### src/rtl/mv_pkg.sv
// ============================================================================
// Module   : mv_pkg
// Purpose  : Shared sizes, state encoding and slot-offset helper for the
//            matrix-vector product stage.
// Revision : 1.0 - initial release
// ============================================================================
`default_nettype none

package mv_pkg;

    localparam int N         = 6;
    localparam int MAT_W     = 12;
    localparam int VEC_W     = 6;
    localparam int PROD_W    = 32;
    localparam int RAW_W     = MAT_W + VEC_W;
    localparam int COL_W     = N * PROD_W;          // 192
    localparam int BUS_W     = N * N * PROD_W;      // 1152
    localparam int MAT_BITS  = N * N * MAT_W;
    localparam int VEC_BITS  = N * VEC_W;
    localparam int CNT_W     = 6;
    localparam int COL_CNT_W = 3;

    typedef enum logic [1:0] {
        LOAD_M = 2'd0,
        LOAD_V = 2'd1,
        MUL    = 2'd2,
        HOLD   = 2'd3
    } state_t;

    // Column-major slot layout expected by the downstream row adder tree.
    function automatic int slot_offset(input int i, input int j);
        return PROD_W * (N * j + i);
    endfunction

endpackage

`default_nettype wire

### src/rtl/mv_col_mul.sv
// ============================================================================
// Module   : mv_col_mul
// Purpose  : N parallel MAT_W x VEC_W multipliers for one matrix column.
//            Define MV_SIGNED_MUL_EN for two's-complement operands.
// Revision : 1.0 - initial release
// ============================================================================
`default_nettype none

module mv_col_mul
    import mv_pkg::*;
(
    input  logic [N*MAT_W-1:0] i_m_col,
    input  logic [VEC_W-1:0]   i_v_elem,
    output logic [COL_W-1:0]   o_col_prod
);

`ifdef MV_SIGNED_MUL_EN
    localparam logic c_signed = 1'b1;
`else
    localparam logic c_signed = 1'b0;
`endif

    logic [RAW_W-1:0] w_v_ext;

    // Operands widened to the full product width so the low RAW_W bits of the
    // product are exact for both signed and unsigned interpretation.
    assign w_v_ext = {{MAT_W{c_signed & i_v_elem[VEC_W-1]}}, i_v_elem};

    generate
        for (genvar i = 0; i < N; i++) begin : g_mul
            logic [MAT_W-1:0] w_m;
            logic [RAW_W-1:0] w_m_ext;
            logic [RAW_W-1:0] w_prod;

            assign w_m     = i_m_col[i*MAT_W +: MAT_W];
            assign w_m_ext = {{VEC_W{c_signed & w_m[MAT_W-1]}}, w_m};
            assign w_prod  = w_m_ext * w_v_ext;
            assign o_col_prod[i*PROD_W +: PROD_W] =
                {{(PROD_W-RAW_W){c_signed & w_prod[RAW_W-1]}}, w_prod};
        end
    endgenerate

endmodule

`default_nettype wire

### src/rtl/mv_product_stage.sv
// ============================================================================
// Module   : mv_product_stage
// Purpose  : Streams in a 6x6 matrix and 6-vector, forms all 36 products one
//            column per cycle and holds the 1152-bit bus until acknowledged.
//            Optional macro: MV_SIGNED_MUL_EN (signed operands).
// Revision : 1.0 - initial release
// ============================================================================
`default_nettype none

module mv_product_stage
    import mv_pkg::*;
(
    input  logic               clk,
    input  logic               rst,
    input  logic               in_valid,
    output logic               in_ready,
    input  logic [31:0]        in_data,
    output logic               prod_valid,
    input  logic               prod_ack,
    output logic [BUS_W-1:0]   M1152
);

    localparam logic [CNT_W-1:0]     c_last_m = CNT_W'(N*N - 1);
    localparam logic [CNT_W-1:0]     c_last_v = CNT_W'(N - 1);
    localparam logic [COL_CNT_W-1:0] c_col_done = COL_CNT_W'(N);

    state_t                 state_q, state_d;
    logic [CNT_W-1:0]       cnt_q, cnt_d;
    logic [COL_CNT_W-1:0]   col_q, col_d;
    logic [MAT_BITS-1:0]    m_q, m_d;
    logic [VEC_BITS-1:0]    v_q, v_d;
    logic [BUS_W-1:0]       prod_q, prod_d;

    logic                   w_xfer;
    logic [N*MAT_W-1:0]     w_m_col;
    logic [VEC_W-1:0]       w_v_elem;
    logic [COL_W-1:0]       w_col_prod;
    logic                   w_unused;

    assign w_unused   = ^in_data[31:MAT_W];
    assign in_ready   = !rst && ((state_q == LOAD_M) || (state_q == LOAD_V));
    assign prod_valid = !rst && (state_q == HOLD);
    assign w_xfer     = in_valid && in_ready;
    assign M1152      = prod_q;

    // Column select; col_q == N is the registration cycle and selects nothing used.
    always_comb begin
        w_m_col  = '0;
        w_v_elem = '0;
        if (col_q < c_col_done) begin
            for (int i = 0; i < N; i++) begin
                w_m_col[i*MAT_W +: MAT_W] = m_q[(i*N + int'(col_q))*MAT_W +: MAT_W];
            end
            w_v_elem = v_q[int'(col_q)*VEC_W +: VEC_W];
        end
    end

    mv_col_mul u_col_mul (
        .i_m_col    (w_m_col),
        .i_v_elem   (w_v_elem),
        .o_col_prod (w_col_prod)
    );

    always_comb begin
        state_d = state_q;
        cnt_d   = cnt_q;
        col_d   = col_q;
        m_d     = m_q;
        v_d     = v_q;
        prod_d  = prod_q;

        case (state_q)
            LOAD_M: begin
                if (w_xfer) begin
                    m_d[int'(cnt_q)*MAT_W +: MAT_W] = in_data[MAT_W-1:0];
                    if (cnt_q == c_last_m) begin
                        cnt_d   = '0;
                        state_d = LOAD_V;
                    end else begin
                        cnt_d = cnt_q + 1'b1;
                    end
                end
            end

            LOAD_V: begin
                if (w_xfer) begin
                    v_d[int'(cnt_q)*VEC_W +: VEC_W] = in_data[VEC_W-1:0];
                    if (cnt_q == c_last_v) begin
                        cnt_d   = '0;
                        col_d   = '0;
                        state_d = MUL;
                    end else begin
                        cnt_d = cnt_q + 1'b1;
                    end
                end
            end

            MUL: begin
                // Six product cycles, then one cycle to register entry into HOLD.
                if (col_q == c_col_done) begin
                    col_d   = '0;
                    state_d = HOLD;
                end else begin
                    for (int i = 0; i < N; i++) begin
                        prod_d[slot_offset(i, int'(col_q)) +: PROD_W] =
                            w_col_prod[i*PROD_W +: PROD_W];
                    end
                    col_d = col_q + 1'b1;
                end
            end

            HOLD: begin
                if (prod_ack) begin
                    cnt_d   = '0;
                    col_d   = '0;
                    state_d = LOAD_M;
                end
            end

            default: state_d = LOAD_M;
        endcase
    end

    always_ff @(posedge clk) begin
        if (rst) begin
            state_q <= LOAD_M;
            cnt_q   <= '0;
            col_q   <= '0;
            m_q     <= '0;
            v_q     <= '0;
            prod_q  <= '0;
        end else begin
            state_q <= state_d;
            cnt_q   <= cnt_d;
            col_q   <= col_d;
            m_q     <= m_d;
            v_q     <= v_d;
            prod_q  <= prod_d;
        end
    end

endmodule

`default_nettype wire
### config.mk
export PLATFORM = sky130hd
export DESIGN_NAME = mv_product_stage
export DESIGN_NICKNAME = d
export VERILOG_FILES = /design/src/rtl/mv_pkg.sv /design/src/rtl/mv_col_mul.sv /design/src/rtl/mv_product_stage.sv
export SDC_FILE = /design/constraint.sdc
export NUM_CORES = 2
export LEC_CHECK = 0
export ABC_AREA = 0
export BUFFER_PORTS_ARGS = -buffer_cell sky130_fd_sc_hd__buf_2
export CAP_MARGIN = 25
export CORE_MARGIN = 2
export CORE_UTILIZATION = 36
export DETAILED_ROUTE_END_ITERATION = 7
export GPL_TIMING_DRIVEN = 0
export HOLD_SLACK_MARGIN = 0.06
export MAX_ROUTING_LAYER = met4
export SETUP_SLACK_MARGIN = 0.3
export SYNTH_ARGS = -nofsm -noshare
export SYNTH_HDL_FRONTEND = slang
export SYNTH_SLANG_ARGS = --single-unit
### constraint.sdc
create_clock -name clk -period 11.82 [get_ports clk]
set_input_delay 0.591 -clock clk [delete_from_list [all_inputs] [get_ports clk]]
set_output_delay 0.591 -clock clk [all_outputs]
set_load 0.01 [all_outputs]
* After elaboration in Yosys (flattened, before gate mapping)
Cells that the tools add are included.
Operators by class: $lt $le $gt $ge 1, reduce and logical (&&, ||, !) cells 14, $add $sub $neg 20, eq/ne operators 12, shifts and indexed selects 23, bitwise logic cells 1, multipliers 16, mux-type cells 28
Operators with widths (number):
- bitwise mux 1152 bit | 6
- variable shift 32 x 33 -> 1152 bit, first input constant | 6
- indexed part select 32 x 33 -> 1152 bit | 6
- indexed part select 432 x 11 -> 12 bit | 3
- bitwise mux 432 bit | 1
- variable shift 12 x 33 -> 432 bit, first input constant | 1
- indexed part select 12 x 33 -> 432 bit | 1
- indexed part select 432 x 10 -> 12 bit | 1
- indexed part select 432 x 8 -> 12 bit | 1
- indexed part select 432 x 9 -> 12 bit | 1
- negation 32 -> 33 bit | 5
- multiplier 12 x 6 -> 18 bit | 6
- 2-to-1 mux 72 bit | 1
- adder 27 x 3 -> 27 bit, second input constant | 2
- multiplier 6 x 2 -> 8 bit, second input constant | 5
- bitwise mux 36 bit | 1
- 2-to-1 mux 6 bit | 6
- variable shift 6 x 33 -> 36 bit, first input constant | 1
- indexed part select 36 x 7 -> 6 bit | 1
- indexed part select 6 x 33 -> 36 bit | 1
- negation 10 -> 33 bit | 1
- negation 12 -> 33 bit | 1
- negation 9 -> 33 bit | 1
- adder 27 x 2 -> 27 bit, second input constant | 1
- other kinds (33) | 55
Storage, ports and cells: word-level logic and storage cells 121, output and inout bits 1154, bits of input ports 36, flip-flop bits (word level) 1631

* Longest topological paths before layout
word-level depth 12, gate-level depth with buffers 27, gate-level depth less buffers 20

* Cells and area by module
From an unflattened synthesis, not the netlist that was laid out.
Unflattened totals: cells, all modules 12794, area, all modules 102183.0 sq um
By module, submodules not included:
- mv_product_stage | seq. area each 32651.3 sq um, instances 1, area each 88313.4 sq um, cells each 11106
- mv_col_mul | seq. area each 0.0 sq um, instances 1, area each 13869.6 sq um, cells each 1688

* Worst setup path after synthesis
Ideal clock, no wire load.
kind register to register, from register col_q[0], to register prod_q[401], in the netlist M1152[401], setup slack 4.808 ns, arrival 6.933 ns, period minus slack after synthesis 7.012 ns, data required time 11.741 ns, buffers on the path 8, cell stages (with the launch flop) 24, library setup time 0.079 ns, cells stage by stage dfxtp_1 > buf_2 > buf_2 > buf_4 > buf_2 > buf_2 > buf_1 > mux4_2 > nand2_1 > nand2_1 > nand2_1 > fa_1 > fa_1 > inv_1 > fa_1 > ha_1 > clkbuf_1 > a2111oi_0 > a21oi_1 > o41ai_1 > mux2i_1 > clkbuf_1 > a221oi_1 > nor3_1
Between the ends: longest elaborated chain between the ends 11
RTL lines:
- from (decl) | line mv_product_stage.sv:29 | logic [COL_CNT_W-1:0] col_q, col_d;
- from (signal assigned) | line mv_product_stage.sv:135 | col_q <= col_d;
- branches (longest 11 deep; another with multiplier 12 x 6 -> 18 bit)
- to (signal assigned) | line mv_product_stage.sv:138 | prod_q <= prod_d;
- to (decl) | line mv_product_stage.sv:32 | logic [BUS_W-1:0] prod_q, prod_d;
Several ways; the timed one is not identified. A chain may end at the register's enable or synchronous reset.

* Final worst setup path
from register col_q[0], to register prod_q[625], in the netlist M1152[625]
Same word-level chain as after synthesis.

==> impl_metrics.yaml <==
logic_synthesis:
  synthXorXnorAreaFrac_pct: 1.084
  dominant_combinational_cell_family_by_area_after_synthesis: "compound AO/OA/AOI/OAI gates"
  synth.mux.area_fraction_pct: 7.114
  synth_area_mm2: 0.07892
  postSynthAreaPerCell_um2: 7.836
  ys_ff_latch: 1127
  ys_dominant_reg_cell: "sky130_fd_sc_hd__dfxtp_1"
  netlist_top_cells_area: "sky130_fd_sc_hd__dfxtp_1 (29%), sky130_fd_sc_hd__nand2_1 (7.3%), sky130_fd_sc_hd__fa_1 (6.3%)"
  synth-seq-area-share_pct: 28.59
  ys_types: 111
  share_of_async_settable_or_async_resettable_flops_after_synthesis_pct: 0
  post-synth-top-count-cell: "sky130_fd_sc_hd__nand2_1"
  yosysWarningCount: 0
  synth_commonest_cells: "sky130_fd_sc_hd__nand2_1 (1,528), sky130_fd_sc_hd__dfxtp_1 (1,127), sky130_fd_sc_hd__nor2_1 (986)"
  netlist.area_leader.share_pct: 28.59
  synth_edf_count: 0
  yosys.area_share.simple_pct: 20.23
  yosys.area.top_type: "sky130_fd_sc_hd__dfxtp_1"
  fraction_of_the_mapped_netlist_area_in_adder_cells_pct: 9.430
  area_fraction_in_compound_gates_after_synthesis_pct: 23.55
  post_synth_inst_count: 10070
drt:
  via_per_inst: 6.570
  drtIter0Drc: 15940
  postRouteAntennaNets: 0
  vias: 96760
  detail_route.wl_per_cell_um: 40.76
  firstDrtPassIters: 8
  drt_wl_total_mm: 600.3
  drc: 11
power_and_ir_drop:
  power.clock.fraction_pct: 49.4
  cellLeakagePower_nw: 39.01
  share_comb_of_total_power_pct: 10.6
  report.power.total_mw: 9.531
  net_switching_fraction_of_the_power_pct: 29.75
  sequentialPowerShare_pct: 39.9
  p_int_mw: 6.696
  ir_worst_vdd_mv: 0.1718
  p_switching_mw: 2.836
  power-per-cell-area_mw_per_mm2: 98.19
clock_network:
  clkSinkCount: 1127
  numCtsBuffers: 138
  clock_slew_seen_by_the_registers_of_the_worst_setup_and_hold_paths_ns: 0.08
  clock_path_buffers: 3
  cts_root_cell: "sky130_fd_sc_hd__clkbuf_16"
  htreeDepth: 4
  tritoncts_clock_tree: "done"
  clock_latency_ns: 0.88
placement:
  placed_cell_area_mm2: 0.09161
  placed_cells_incl_taps: 14340
  place.gp.congestion: 1.158
  pre_cts_slack_ns: 0.2473
  port-buffer-count: 659
  hpwl_mm: 486.1
global_routing:
  grt_first_pass_wirelength_mm: 786.0
  antenna_violations_before_repair: 97
  vias_in_the_first_global_route: 88120
  global_route.overflow_total: 0
  global_route.usage.total_pct: 53.12
  grt_start_max_net_pins: 17
timing:
  timing.clock.skew_ns: 0.06688
  finalHoldWorstSlack_ns: 0.3164
  headroom_to_the_max_slew_limit_pct: 4.746
  layout_setup_ws_ns: 0.1142
  timing.final.crit_share_pct: 99.03
  fmax_ghz: 0.08543
  final_period_minus_worst_setup_slack_ns: 11.71
  timing_max_transition_violations_final: 0
  endpoints_failing_hold: 0
  fin_setup_tns_ns: 0
  tightest_slew_ns: 1.429
  setup_viol_count_final: 0
  unrepaired_setup_endpoints_after_global_routing: "false"
worst_setup_path:
  path_class: "reg -> reg"
  worstSetupEndpointType: "flip-flop"
  cp_data_required_time_ns: 12.50
  path_max_fanout: 10
  critical_path_arrival_ns: 12.39
  start_kind: "flip-flop"
finish:
  stdcell_count: 14730
  area_growth_syn_to_layout_pct: 23.00
  final_nets: 12130
  final_core_utilization_pct: 44.61
  nFillCells: 22350
  postLayoutCellArea_mm2: 0.09707
  layout_cell_share_with_drive_strength_beyond_1_pct: 18.44
die:
  number_of_cell_rows: 171
  io_pins: 1190
  start_util_pct: 36.27
  die-height_um: 472.2
  die_w_um: 472.2
  core_region_area_mm2: 0.2176
  fp.dieArea_mm2: 0.2230
status:
  run_status: "finished with violations"
  failed_checks: "DRC"
flow_run:
  max_cap_viol_count: 0
worst_hold_path:
  hold_path.class: "in -> reg"
routing by layer:
metal | part of all wire (%) | GRT usage, % | up-vias
met1 | 35 | 59.44 | 47310
met4 | 11 | 44.24 | 0
met2 | 40 | 73.06 | 8308
met5 | 0 | - | -
li1 | - | - | 38670
met3 | 14 | 22.16 | 2468
path summary, 6_finish.rpt:
kind / startpoint / to / slack (ns) / cells past startpoint
min reg2reg: M1152[589] / M1152[589] / 0.45 / 2
max: col_q[0] / M1152[625] / 0.11 / 24
max reg2reg: col_q[0] / M1152[625] / 0.11 / 24
min: in_data[4] / m_q[0] / 0.32 / 5
critical path: stages (launching register included):
cell and delay [ns]:
sky130_fd_sc_hd__dfxtp_1 0.43, sky130_fd_sc_hd__buf_2 0.37, sky130_fd_sc_hd__buf_2 0.72, sky130_fd_sc_hd__buf_4 0.55
sky130_fd_sc_hd__clkbuf_4 0.64, sky130_fd_sc_hd__buf_2 0.71, sky130_fd_sc_hd__buf_2 0.86, sky130_fd_sc_hd__clkbuf_4 0.74
sky130_fd_sc_hd__mux2i_1 0.19, sky130_fd_sc_hd__o21ai_0 0.78, sky130_fd_sc_hd__nand2_1 0.20, sky130_fd_sc_hd__fa_1 0.60
sky130_fd_sc_hd__fa_1 0.45, sky130_fd_sc_hd__fa_1 0.50, sky130_fd_sc_hd__inv_1 0.04, sky130_fd_sc_hd__ha_1 0.36
sky130_fd_sc_hd__nor2b_1 0.19, sky130_fd_sc_hd__o31ai_1 0.44, sky130_fd_sc_hd__a211oi_1 0.21, sky130_fd_sc_hd__o21a_1 0.27
sky130_fd_sc_hd__o211ai_1 0.93, sky130_fd_sc_hd__buf_4 0.36, sky130_fd_sc_hd__nor2_1 0.25, sky130_fd_sc_hd__o211ai_1 0.51
sky130_fd_sc_hd__a21oi_1 0.13
layout make-up:
type | instances | area [µm²] | area share, %
Buffer | 1251 | 6788 | 6.993
Inverter | 313 | 1175 | 1.210
Antenna cell | 119 | 297.8 | 0.3068
Sequential cell | 1127 | 22560 | 23.24
Tap cell | 2854 | 3571 | 3.679
Clock inverter | 58 | 958.4 | 0.9873
Clock buffer | 193 | 3911 | 4.029
Multi-Input combinational cell | 7884 | 50920 | 52.45
Timing Repair Buffer | 928 | 6894 | 7.102
cells in the final DEF (no fill, tap or decap), types with 61 or more instances in the layout:
| master | instances |
|---|---|
| sky130_fd_sc_hd__o22ai_1 | 208 |
| sky130_fd_sc_hd__a211oi_1 | 174 |
| sky130_fd_sc_hd__buf_4 | 566 |
| sky130_fd_sc_hd__a221oi_1 | 120 |
| sky130_fd_sc_hd__a32oi_1 | 61 |
| sky130_fd_sc_hd__buf_2 | 756 |
| sky130_fd_sc_hd__o211ai_1 | 175 |
| sky130_fd_sc_hd__a31oi_1 | 84 |
| sky130_fd_sc_hd__a22oi_1 | 80 |
| sky130_fd_sc_hd__clkbuf_16 | 139 |
| sky130_fd_sc_hd__dfxtp_1 | 1127 |
| sky130_fd_sc_hd__nor3_1 | 241 |
| sky130_fd_sc_hd__o221ai_1 | 239 |
| sky130_fd_sc_hd__conb_1 | 504 |
| sky130_fd_sc_hd__fa_1 | 248 |
| sky130_fd_sc_hd__a21oi_1 | 761 |
| sky130_fd_sc_hd__nor2_1 | 973 |
| sky130_fd_sc_hd__nand4_1 | 74 |
| sky130_fd_sc_hd__diode_2 | 119 |
| sky130_fd_sc_hd__o21ai_0 | 544 |
| sky130_fd_sc_hd__nand2_1 | 1528 |
| sky130_fd_sc_hd__mux4_2 | 138 |
| sky130_fd_sc_hd__inv_1 | 306 |
| sky130_fd_sc_hd__clkbuf_1 | 588 |
| sky130_fd_sc_hd__buf_8 | 114 |
| sky130_fd_sc_hd__nand3_1 | 399 |
| sky130_fd_sc_hd__ha_1 | 198 |
| sky130_fd_sc_hd__nor2b_1 | 65 |
| sky130_fd_sc_hd__mux2i_1 | 209 |
kinds of logic after synthesis:
family | count (synthesis)
compound gates | 2827
xor+xnor | 84
fa+ha+maj | 446
buf+inv | 1564
flops | 1127
mux | 384
other cells | 1
simple gates | 3639
power by group through the flow:
stage,Clock [mW],Sequential (mW),Combinational (mW)
finish,4.71,3.81,1.01
global route,4.81,3.80,1.00
CTS,4.68,3.81,0.938
detailed placement,0,3.89,0.935
global placement,0,3.89,0.872
floorplan,0,3.89,0.468
sequential cells by signal, indices dropped and copies added, names as in the netlist:
signal,flops
m_q,432
col_q,3
v_q,36
M1152,648
state_q,2
cnt_q,6
repair_timing:
action / 4_1_cts / 5_1_grt
setup endpoints to repair: 1 / 122
hold buffers: 0 / 0
resized for setup: 1 / 10
endpoints found under the hold margin: 0 / 0
setup buffers: 0 / 3
(Power assumes the default switching activity.)
